<file path="src/rtl/vx_dvg_arb_pkg.sv">
// Shared divergence-op types: split/join payloads and the buffered request record.
package vx_dvg_arb_pkg;

  localparam int NUM_WARPS      = 8;
  localparam int NW_WIDTH       = 3;
  localparam int NUM_THREADS    = 4;
  localparam int DV_STACK_SIZEW = 2;

  typedef struct packed {
    logic                   valid;
    logic                   is_dvg;
    logic [NUM_THREADS-1:0] then_tmask;
    logic [NUM_THREADS-1:0] else_tmask;
    logic [31:0]            next_pc;
  } split_t;

  typedef struct packed {
    logic                      valid;
    logic [DV_STACK_SIZEW-1:0] stack_ptr;
  } join_t;

  typedef struct packed {
    logic [NW_WIDTH-1:0] wid;
    logic                is_join;
    split_t              split;
    join_t               sjoin;
  } dvg_req_t;

  // Index width that stays at least one bit for a single requester.
  function automatic int clog2_min1(input int n);
    return (n > 1) ? $clog2(n) : 1;
  endfunction

endpackage

</file>
<file path="src/rtl/vx_dvg_arb_rr.sv">
// Round-robin arbiter: one grant per cycle, priority moves past the winner.
module vx_rr_arbiter #(
  parameter int NUM_REQS = 2,
  parameter int REQ_SELW = 1
) (
  input  logic                clk,
  input  logic                reset,
  input  logic [NUM_REQS-1:0] requests,
  output logic                grant_valid,
  output logic [REQ_SELW-1:0] grant_index,
  output logic [NUM_REQS-1:0] grant_onehot
);

  logic [REQ_SELW-1:0] ptr_q;
  logic [REQ_SELW-1:0] cand;

  always_comb begin
    grant_valid = 1'b0;
    grant_index = '0;
    cand        = '0;
    for (int k = 0; k < NUM_REQS; k++) begin
      cand = REQ_SELW'((int'(ptr_q) + k) % NUM_REQS);
      if (!grant_valid && requests[cand]) begin
        grant_valid = 1'b1;
        grant_index = cand;
      end
    end
  end

  always_comb begin
    grant_onehot = '0;
    for (int i = 0; i < NUM_REQS; i++)
      grant_onehot[i] = grant_valid && (grant_index == REQ_SELW'(i));
  end

  always_ff @(posedge clk) begin
    if (reset)
      ptr_q <= '0;
    else if (grant_valid)
      ptr_q <= (grant_index == REQ_SELW'(NUM_REQS-1)) ? '0 : grant_index + REQ_SELW'(1);
  end

endmodule

</file>
<file path="src/rtl/vx_dvg_arb.sv">
// Divergence-op arbiter: per-requester one-entry buffers, round-robin grant,
// registered split/join issue and per-warp busy tracking.
module vx_dvg_arb import vx_dvg_arb_pkg::*; #(
  parameter int NUM_REQS = 2,
  parameter int REQ_SELW = clog2_min1(NUM_REQS)
) (
  input  logic                               clk,
  input  logic                               reset,
  input  logic [NUM_REQS-1:0]                req_valid,
  input  logic [NUM_REQS-1:0][NW_WIDTH-1:0]  req_wid,
  input  split_t [NUM_REQS-1:0]              req_split,
  input  join_t  [NUM_REQS-1:0]              req_sjoin,
  output logic [NUM_REQS-1:0]                req_ready,
  output logic                               sj_valid,
  output logic [NW_WIDTH-1:0]                sj_wid,
  output split_t                             sj_split,
  output join_t                              sj_sjoin,
  input  logic                               join_valid,
  input  logic [NW_WIDTH-1:0]                join_wid,
  output logic [NUM_WARPS-1:0]               warp_busy,
  output logic [31:0]                        perf_stalls
);

  dvg_req_t [NUM_REQS-1:0] buf_q;
  dvg_req_t [NUM_REQS-1:0] req_pkt;
  logic     [NUM_REQS-1:0] buf_valid;
  logic     [NUM_REQS-1:0] lower_hit;
  logic     [NUM_REQS-1:0] accept;
  logic     [NUM_REQS-1:0] grant_onehot;
  logic     [REQ_SELW-1:0] grant_idx;
  logic                    grant_valid;
  logic                    sj_is_join;
  logic [NUM_WARPS-1:0]    busy_q, set_mask, clr_mask;

  vx_rr_arbiter #(
    .NUM_REQS (NUM_REQS),
    .REQ_SELW (REQ_SELW)
  ) rr_arb (
    .clk          (clk),
    .reset        (reset),
    .requests     (buf_valid),
    .grant_valid  (grant_valid),
    .grant_index  (grant_idx),
    .grant_onehot (grant_onehot)
  );

  // Same-warp tie in one cycle: only the lowest-index requester may go.
  always_comb begin
    lower_hit = '0;
    for (int i = 0; i < NUM_REQS; i++)
      for (int j = 0; j < NUM_REQS; j++)
        if (j < i && req_valid[j] && req_wid[j] == req_wid[i])
          lower_hit[i] = 1'b1;
  end

  for (genvar i = 0; i < NUM_REQS; i++) begin : g_req
    assign req_ready[i] = (!buf_valid[i] || grant_onehot[i]) && !busy_q[req_wid[i]] && !lower_hit[i];
    assign accept[i]    = req_valid[i] && req_ready[i];
    assign req_pkt[i]   = '{wid: req_wid[i], is_join: req_sjoin[i].valid,
                            split: req_split[i], sjoin: req_sjoin[i]};
  end

  always_ff @(posedge clk) begin
    if (reset) begin
      buf_valid <= '0;
      buf_q     <= '0;
    end else begin
      for (int i = 0; i < NUM_REQS; i++) begin
        if (accept[i]) begin
          buf_valid[i] <= 1'b1;
          buf_q[i]     <= req_pkt[i];
        end else if (grant_onehot[i]) begin
          buf_valid[i] <= 1'b0;
        end
      end
    end
  end

  always_ff @(posedge clk) begin
    if (reset) begin
      sj_valid   <= 1'b0;
      sj_wid     <= '0;
      sj_split   <= '0;
      sj_sjoin   <= '0;
      sj_is_join <= 1'b0;
    end else begin
      sj_valid <= grant_valid;
      if (grant_valid) begin
        sj_wid     <= buf_q[grant_idx].wid;
        sj_split   <= buf_q[grant_idx].split;
        sj_sjoin   <= buf_q[grant_idx].sjoin;
        sj_is_join <= buf_q[grant_idx].is_join;
      end
    end
  end

  // A split is done once issued; a join waits for the unit's result.
  always_comb begin
    set_mask = '0;
    clr_mask = '0;
    for (int i = 0; i < NUM_REQS; i++)
      if (accept[i]) set_mask[req_wid[i]] = 1'b1;
    if (sj_valid && !sj_is_join) clr_mask[sj_wid]   = 1'b1;
    if (join_valid)              clr_mask[join_wid] = 1'b1;
  end

  always_ff @(posedge clk) begin
    if (reset) begin
      busy_q      <= '0;
      perf_stalls <= '0;
    end else begin
      busy_q <= (busy_q | set_mask) & ~clr_mask;
      if (|(req_valid & ~req_ready))
        perf_stalls <= perf_stalls + 32'd1;
    end
  end

  assign warp_busy = busy_q;

endmodule

</file>
<file path="config.mk">
export PLATFORM = sky130hd
export DESIGN_NAME = vx_dvg_arb
export DESIGN_NICKNAME = d
export VERILOG_FILES = /design/src/rtl/vx_dvg_arb_pkg.sv /design/src/rtl/vx_dvg_arb_rr.sv /design/src/rtl/vx_dvg_arb.sv
export SDC_FILE = /design/constraint.sdc
export NUM_CORES = 1
export LEC_CHECK = 0
export BUFFER_PORTS_ARGS = -buffer_cell sky130_fd_sc_hd__buf_2
export CORE_UTILIZATION = 53
export DETAILED_ROUTE_END_ITERATION = 12
export MAX_ROUTING_LAYER = met4
export PLACE_DENSITY = 0.9
export SLEW_MARGIN = 20
export SYNTH_ARGS = -nofsm -noshare
export SYNTH_HDL_FRONTEND = slang
export SYNTH_SLANG_ARGS = --single-unit
</file>
<file path="constraint.sdc">
create_clock -name clk -period 2.4 [get_ports clk]
set_input_delay 0.36 -clock clk [delete_from_list [all_inputs] [get_ports clk]]
set_output_delay 0.36 -clock clk [all_outputs]
set_load 0.01 [all_outputs]
</file>
==> impl_results.md, run 1 <==
- MaxCap Viol Count: 0
- Ys async rst share: 0%
- Pwr Density: 761 nW/um2
- Fmax: 430 MHz
- Nets: 1251
- CTS Buf Count: 17
- DRC viols: 0
- R2R Setup Slk: 0.27 ns
- Leak pwr: 3.91 nW
- I/O pin count: 195
- Worst min-delay path startpoint: req_split[35]
- Detailed placement HPWL: 14.3 mm
- Ys Warns: 0
- Final min period: 2.32 ns
- Std-Cell Rows: 44
- Main flop type after synthesis: dfxtp_1
- Least-Margin Pin Slew: 0.678 ns
- CP max FO: 4
- Compound-Gate Fraction of Synth Area: 18.6%
- Post-Synth XOR/XNOR Area: 2.98%
- CTS Root Cell: clkbuf_16
- Status: finished, final reports clean
- Clk sinks: 188
- RSZ-0062 raised after global routing: false
- Startpoint types: register
- Setup Viol. Count Final: 0
- Largest family of logic cells by synthesized area: simple AND/OR/NAND/NOR gates
- Count leader, synth: nand2_1
- Die height: 124 um
- DIE AREA: 15500 um2
- CP max stage delay: 0.51 ns
- Final Util: 66.6%
- Layout cells sized above 1: 23.9%
- CTS tree: built
- Final Max Tran Viols: 0
- Relative slew slack: 54.8%
- Antenna violations before repair: 6
- Clock Skews: 0.0105 ns
- Fin area: 9720 um2
- Routed via count: 7846
- Cts repair resizes: 0
- Worst-path clk slew: 0.07 ns
- Final Hold Violating Endpoints: 0
- Critical path data required time: 2.04 ns
- Synth cell types: 64
- Setup Buffers After CTS: 0
- Final hold slack: 0.152 ns
- Total track usage: 29.2%
- Starting DRC count in detailed routing: 681
- Cell Area, Synth: 7950 um2
- Setup TNS: 0 ns
- Seq cells post-synth: 188
- Data arrival, critical path: 1.96 ns
- Number of hold buffers added after cts: 0
- Fill cells: 1119
- Port Buf Inserts: 194
- Synth Area in Adders: 0.157%
- Initial DRT Pass Iterations: 7
- Maximum VDD drop: 0.458 mV
- Routability congestion estimate: 0.957
- Vias in the first global route: 7381
- Top cell type's share of synthesized area: 47.4%
- Synth top area cells: dfxtp_1 (47%), nand2_1 (12%), a21oi_1 (7.1%), a311oi_1 (5.3%), nor2_1 (4.0%)
- Critical path's slowest cell: mux4_2
- Crit path kind: reg2out
- Critical-path cell list: mux4_2 -> a22o_1 -> nor3_2 -> buf_2
- Mux contribution to synthesized area: 1.23%
- RR Startpoint: warp_busy[3]$_SDFF_PP0_
- Initial core utilization: 54.5%
- Clock latency on the worst-skew pair: 0.44 ns
- Die X: 124 um
- Routed vias/inst: 5.82
- Worst min-delay path class: in2reg
- Synth Area in Simple Gates: 25.1%
- CP endpoint kind: output pin
- CP Launch Point: warp_busy[3]$_SDFF_PP0_
- Drt wl/cell: 16.5 um
- Syn Inst Count: 986
- H-tree depth: 4
- Number of synthesized flops with an enable pin: 0
- Final antenna-violating net count: 0
- Post-DP Area: 9100 um2
- Post-Synthesis Net Count: 1091
- Delay-heaviest family, CP: multiplexers
- Area delta synth->final: 22.3%
- First-pass GRT wire length: 36.0 mm
- GRT overflow: 0
- Clock Path Buffers: 2
- Routed wire length: 22.2 mm
- Mean area per synthesized cell: 8.06 um2
- Cell accounting for the most synthesized area: dfxtp_1
- Fin crit share: 96.9%
- Register area share after synthesis: 47.4%
- Buf/Inv on CP: 1
- Synth cell count leaders: nand2_1 (252), dfxtp_1 (188), a21oi_1 (113)
- Largest net degree at the start of global routing: 93
- Core Region: 14600 um2
==> worst reg2reg max path, stage by stage (launching register included) <==
cell and delay [ns]:
dfxtp_1 0.34, mux4_2 0.51, a22oi_1 0.29, nand4_1 0.23
buf_4 0.36, nand2_1 0.18, a21oi_1 0.07
==> layout by cell type (no fill, tap or decap), drive strengths merged, types with 4 or more instances in the layout <==
master	netlist	layout
nand2	252	252
buf	18	220
dfxtp	188	188
a21oi	115	115
nor2	87	87
nand3	63	63
a311oi	48	48
xnor2	20	20
clkbuf	61	19
inv	8	16
o21ai	10	10
nand4	9	9
nor2b	7	7
xor2	7	7
a2111oi	7	7
diode	0	6
and2	6	6
o31a	6	6
nor3	6	6
a31oi	5	5
nor4	5	5
or3	4	4
and3	4	4
a221oi	4	4
and4	4	4
clkinv	0	4
==> kinds of logic (layout without fill, tap and decap cells) <==
group,after synthesis,in the layout
simple gates,459,459
compound gates,217,217
flops,188,188
buf+inv,87,260
xor+xnor,27,27
mux,7,7
fa+ha+maj,1,1
other cells,0,6
==> area by class of cell <==
cell class	instances	area, um2	area share (%)
clock buffer	19	453	4.66
inverter	8	30.0	0.309
timing repair buffer	220	1250	12.8
tap	184	230	2.37
antenna	6	15.0	0.154
sequential	188	3760	38.7
multi-input combinational	711	3830	39.4
clock inverter	13	146	1.51
==> report_power, final <==
part	internal (mW)	total [mW]	switching [mW]	leakage, nW
combinational	0.402	1.08	0.676	2.07
sequential	3.34	3.47	0.126	1.54
clock	1.53	2.85	1.32	0.298
==> path summary, 6_finish.rpt <==
kind	end	cells after the start
max reg2reg	buf_q[56]$_SDFFE_PP0N_	6
min reg2reg	buf_q[82]$_SDFFE_PP0N_	2
min	buf_q[38]$_SDFFE_PP0P_	3
max	req_ready[1]	4
==> layer usage <==
metal	up-vias	GRT usage (%)	wire, um	share of wire [%]
li1	3747	-	-	-
met1	3635	35.3	9040	41
met2	397	46.7	10500	47
met3	67	6.87	1880	8.5
met4	0	12.5	750	3.4
met5	-	-	0	0
==> state kept, by name, summed over array words and instances, names as in the netlist <==
| signal | count |
|---|---|
| buf_valid | 2 |
| sj_sjoin | 3 |
| buf_q | 96 |
| sj_valid | 1 |
| sj_wid | 3 |
| perf_stalls | 32 |
| warp_busy | 8 |
| sj_split | 42 |
| rr_arb.ptr_q | 1 |
==> metrics by stage <==
stage	setup slack (ns)	std cells	total power, mW
4_1_cts	0.0757	1343	7.41
5_1_grt	0.0220	1349	7.70
6_report	0.0755	1349	7.40
3_5_place_dp	0.0867	1311	4.60
2_1_floorplan	0.342	986	4.18
3_3_place_gp	0.168	1311	4.56
Power figures use the tool's default switching activity.
==> inputs of run 2 (changes only) <==
- CORE_UTILIZATION: 53 -> 48
- CTS_CLUSTER_SIZE: not set -> 14
- PLACE_DENSITY: 0.9 -> 0.87
- clock period: 2.4 -> 2.05 ns (I/O delays scaled with it)
==> impl_results.md, run 2 (synthesis gave the netlist of run 1 again) <==
- Detailed placement HPWL: 15.3 mm
- Maximum VDD drop: 0.593 mV
- Commonest non-fill, non-tap cell in the layout: nand2_1
- Violated checks: setup timing
- Largest register FFs: 96
- Layout Cells excl Fill: 1429
- Final hold slack: 0.107 ns
- CTS Root Cell: clkbuf_16
- Setup Viol. Count Final: 94
- Vias in the first global route: 7233
- Final antenna-violating net count: 0
- Std-Cell Rows: 46
- Initial core utilization: 49.7%
- CP endpoint kind: register
- Worst-case reg-to-reg path depth: 7
- Post-DP Area: 9480 um2
- Relative slew slack: 62.0%
- Worst min-delay path class: in2reg
- Hold path depth: 3
- Area delta synth->final: 33.5%
- Clock Path Buffers: 2
- Core Region: 16000 um2
- Final min period: 2.20 ns
- Initial DRT Pass Iterations: 5
- Total track usage: 27.6%
- Least-Margin Pin Slew: 0.570 ns
- Commonest non-fill, non-tap cells in the layout: nand2_1 (235), buf_2 (191), dfxtp_1 (183)
- Placed insts: 1375
- DIE AREA: 17100 um2
- R2R Setup Slk: -0.15 ns
- Status: finished with violations
- GRT overflow: 0
- MaxCap Viol Count: 0
- Worst-path clk slew: 0.08 ns
- Fill cells: 1239
- RSZ-0062 raised after global routing: true
- Clk sinks: 188
- Crit path kind: reg2reg
- CP max FO: 5
- Antenna violations before repair: 6
- CP Launch Point: warp_busy[3]$_SDFF_PP0_
- Final Hold Violating Endpoints: 0
- Fmax: 454 MHz
- Startpoint types: register
- CTS Buf Count: 17
- Critical path data required time: 2.34 ns
- Routed via count: 8198
- Slack of the critical path: -0.150 ns
- Nets: 1297
- Starting DRC count in detailed routing: 717
- R2r endpoint: perf_stalls[10]$_SDFFE_PP0P_
- Port Buf Inserts: 194
- Die height: 131 um
- I/O pin count: 195
- Largest Register: buf_q
- Routed wire length: 24.6 mm
- Leak pwr: 4.27 nW
- First-pass GRT wire length: 35.6 mm
- Worst min-delay path startpoint: req_split[39]
- Layout cells sized above 1: 31.7%
- Clock Skews: 0.0104 ns
- Data arrival, critical path: 2.49 ns
- Drt wl/cell: 17.2 um
- Pwr Density: 851 nW/um2
- CTS tree: built
- Fin area: 10600 um2
- Die X: 131 um
- Worst Setup EP: perf_stalls[10]$_SDFFE_PP0P_
- Fin crit share: 107%
- Routability congestion estimate: 0.906
- H-tree depth: 4
- Largest net degree at the start of global routing: 64
- DRC viols: 0
- Clock latency on the worst-skew pair: 0.43 ns
- RR Startpoint: warp_busy[3]$_SDFF_PP0_
- Routed vias/inst: 5.74
- Final Max Tran Viols: 0
- Top Registers: buf_q (96), sj_split (42), perf_stalls (32)
-- run 2: cell count changes in the layout (fill, tap and decap cells not counted), sizes merged --
cell | before | now
clkinvlp | 0 | 1
buf | 220 | 261
diode | 6 | 8
bufinv | 1 | 2
clkbuf | 19 | 22
inv | 16 | 17
clkinv | 4 | 3
-- run 2: layout make-up --
class,count,area (um2),share of cell area [%]
diodes,8,20.0,0.189
clock buffers,17,425,4.01
clock inverters,15,194,1.83
inverters,8,30.0,0.283
multi-input cells,711,4090,38.5
flip-flops and latches,188,3770,35.5
well taps,216,270,2.55
repair buffers,266,1810,17.1
-- run 2: what timing repair did --
action | CTS | global route
hold buffers | 0 | 0
setup endpoints to repair | 12 | 86
gates cloned | 0 | 6
pin swaps | 3 | 26
buffers inserted | 5 | 4
gates resized for setup | 15 | 61
-- run 2: worst min path at each step --
stage | endpoint | slack (ns)
2_1_floorplan | buf_q[54]$_SDFFE_PP0N_ | 0.44
3_3_place_gp | buf_q[46]$_SDFFE_PP0P_ | 0.44
3_5_place_dp | buf_q[36]$_SDFFE_PP0P_ | 0.45
4_1_cts | buf_q[42]$_SDFFE_PP0P_ | 0.09
5_1_grt | buf_q[20]$_SDFFE_PP0P_ | 0.09
6_report | buf_q[42]$_SDFFE_PP0P_ | 0.11
-- run 2: routing by layer --
metal	global-route usage (%)	up-vias	wire length (um)
met5	-	-	0
met2	44.0	438	11700
met3	6.07	72	2170
met1	33.6	3833	9910
li1	-	3855	-
met4	11.6	0	826
-- run 2: report_power, final --
part / switching [mW] / total [mW] / internal, mW
Clock: 1.59 / 3.46 / 1.87
Combinational: 0.882 / 1.52 / 0.635
Sequential: 0.143 / 4.05 / 3.91
Total: 2.62 / 9.03 / 6.42
-- run 2: metrics by stage --
step	utilization, %	power, mW	setup TNS, ns	setup WS (ns)
final	66.3	9.03	-3.27	-0.150
after global routing	66.3	9.36	-10.26	-0.223
after CTS	63.6	8.91	-0.113	-0.0622
after detailed placement	59.2	5.48	-5.68	-0.156
after global placement	59.2	5.44	-2.64	-0.133
after floorplan	-	4.90	0	0.0204
-- run 2: worst max-delay path, cell delays in order (launching register included) --
cell and delay [ns]:
dfxtp_2 0.33, mux4_2 0.49, a22oi_1 0.33, buf_4 0.18, a31oi_2 0.16, o2111ai_1 0.29, xor2_1 0.19, nor2_1 0.08
==> inputs of run 3 (changes only) <==
- BUFFER_PORTS_ARGS: -buffer_cell sky130_fd_sc_hd__buf_2 -> -buffer_cell sky130_fd_sc_hd__buf_4
- CORE_MARGIN: not set -> 2
==> impl_results.md, run 3 (synthesis gave the netlist of run 1 again) <==
- Commonest non-fill, non-tap cells in the layout: buf_4 (249), nand2_1 (216), dfxtp_1 (183)
- Largest register FFs: 96
- Die X: 133 um
- Top Registers: buf_q (96), sj_split (42), perf_stalls (32)
- Detailed placement HPWL: 16.2 mm
- Vias in the first global route: 7764
- CP endpoint kind: register
- Worst-path clk slew: 0.07 ns
- CTS Root Cell: clkbuf_16
- Routed wire length: 26.9 mm
- Worst Setup EP: perf_stalls[28]$_SDFFE_PP0P_
- First-pass GRT wire length: 38.3 mm
- Commonest non-fill, non-tap cell in the layout: buf_4
- Final min period: 2.25 ns
- Pwr Density: 790 nW/um2
- Routed via count: 8329
- Post-DP Area: 9990 um2
- Least-Margin Pin Slew: 0.648 ns
- CP max FO: 6
- CTS Buf Count: 17
- Nets: 1310
- Relative slew slack: 56.8%
- H-tree depth: 4
- RR Startpoint: warp_busy[3]$_SDFF_PP0_
- Delay-heaviest family, CP: compound AO/OA/AOI/OAI gates
- Initial DRT Pass Iterations: 7
- Leak pwr: 4.55 nW
- Crit path kind: reg2reg
- Die height: 133 um
- GRT overflow: 0
- Port Buf Inserts: 194
- Fin area: 11400 um2
- Setup TNS: -6.03 ns
- Worst min-delay path class: in2reg
- Total track usage: 27.5%
- Routability congestion estimate: 0.907
- Largest Register: buf_q
- Critical path's slowest cell: mux4_2
- Area delta synth->final: 43.7%
- R2r endpoint: perf_stalls[28]$_SDFFE_PP0P_
- Final antenna-violating net count: 0
- Clk sinks: 188
- MaxCap Viol Count: 0
- Slack of the critical path: -0.204 ns
- I/O pin count: 195
- Antenna violations before repair: 0
- Final Max Tran Viols: 0
- Routed vias/inst: 5.79
- RSZ-0062 raised after global routing: true
- Largest net degree at the start of global routing: 79
- CP max stage delay: 0.52 ns
- DRC viols: 0
- Fill cells: 1210
- Violated checks: setup timing
- Critical path data required time: 2.39 ns
- Initial core utilization: 48.4%
- CP Launch Point: warp_busy[3]$_SDFF_PP0_
- CTS tree: built
- Drt wl/cell: 18.7 um
- Maximum VDD drop: 0.630 mV
- Clock latency on the worst-skew pair: 0.43 ns
- Starting DRC count in detailed routing: 653
- Setup Viol. Count Final: 75
- Layout cells sized above 1: 35.0%
- Startpoint types: register
- Status: finished with violations
- Std-Cell Rows: 47
- Stages on worst setup path: 7
- Worst-case reg-to-reg path depth: 7
- Buf/Inv on CP: 1
- Final Hold Violating Endpoints: 0
- R2R Setup Slk: -0.20 ns
- Clock Skews: 0.0116 ns
- DIE AREA: 17600 um2
- Critical-path cell list: mux4_2 -> a22o_4 -> o31a_1 -> nor2_4 -> buf_4 -> o21ai_1 -> a21oi_1
- Data arrival, critical path: 2.60 ns
- Inserted Diodes: 0
- Fin crit share: 110%
- Core Region: 16400 um2
- Fmax: 444 MHz
- Clock Path Buffers: 2
run 3: how the worst min path moves through the flow:
stage                        endpoint              startpoint  slack, ns  cells past startpoint
6_report       buf_q[42]$_SDFFE_PP0P_           req_split[39]       0.11                      3
5_1_grt        buf_q[19]$_SDFFE_PP0P_           req_split[16]       0.11                      3
4_1_cts        buf_q[42]$_SDFFE_PP0P_           req_split[39]       0.11                      3
3_5_place_dp   buf_q[35]$_SDFFE_PP0P_  buf_q[35]$_SDFFE_PP0P_       0.45                      2
3_3_place_gp   buf_q[78]$_SDFFE_PP0N_  buf_q[78]$_SDFFE_PP0N_       0.44                      2
2_1_floorplan  buf_q[54]$_SDFFE_PP0N_  buf_q[54]$_SDFFE_PP0N_       0.44                      2
run 3: per-layer routing:
metal  routed length [um]  GRT usage [%]  vias up
met4                  858           9.14        0
met1                10600           34.1     3977
met3                 2240           5.13       66
met5                    0              -        -
li1                     -              -     3854
met2                13200           45.5      432
run 3: through the flow:
stage	worst slack [ns]	util, %	power, mW	cells	hold slack (ns)
floorplan	0.0204	-	4.90	986	0.437
global placement	-0.122	60.9	5.56	1387	0.442
detailed placement	-0.192	60.9	5.60	1387	0.447
CTS	-0.102	65.0	8.75	1424	0.107
global route	-0.270	69.6	9.33	1438	0.113
finish	-0.204	69.6	9.02	1438	0.112
run 3: worst reg2reg max path: stages (launching register included):
cell and delay [ns]:
dfxtp_2 0.34, mux4_2 0.52, a22o_4 0.31, o31a_1 0.35, nor2_4 0.20, buf_4 0.14
o21ai_1 0.10, a21oi_1 0.22
run 3: where the power goes:
part	total, mW	internal [mW]	switching, mW
Sequential	4.07	3.91	0.155
Clock	3.18	1.63	1.55
Combinational	1.77	0.793	0.978
run 3: cell type report:
class | instances | area, um2 | share of cell area (%)
flip-flops and latches | 188 | 3770 | 33.0
inverters | 8 | 30.0 | 0.263
clock inverters | 14 | 129 | 1.13
repair buffers | 279 | 2420 | 21.2
clock buffers | 18 | 439 | 3.85
well taps | 220 | 275 | 2.41
multi-input cells | 711 | 4350 | 38.1
run 3: repair_timing:
item	4_1_cts	5_1_grt
hold buffers	0	0
resized for setup	15	127
pin swaps	5	69
gates cloned	0	9
buffers inserted	6	5
endpoints found under the setup margin	7	120
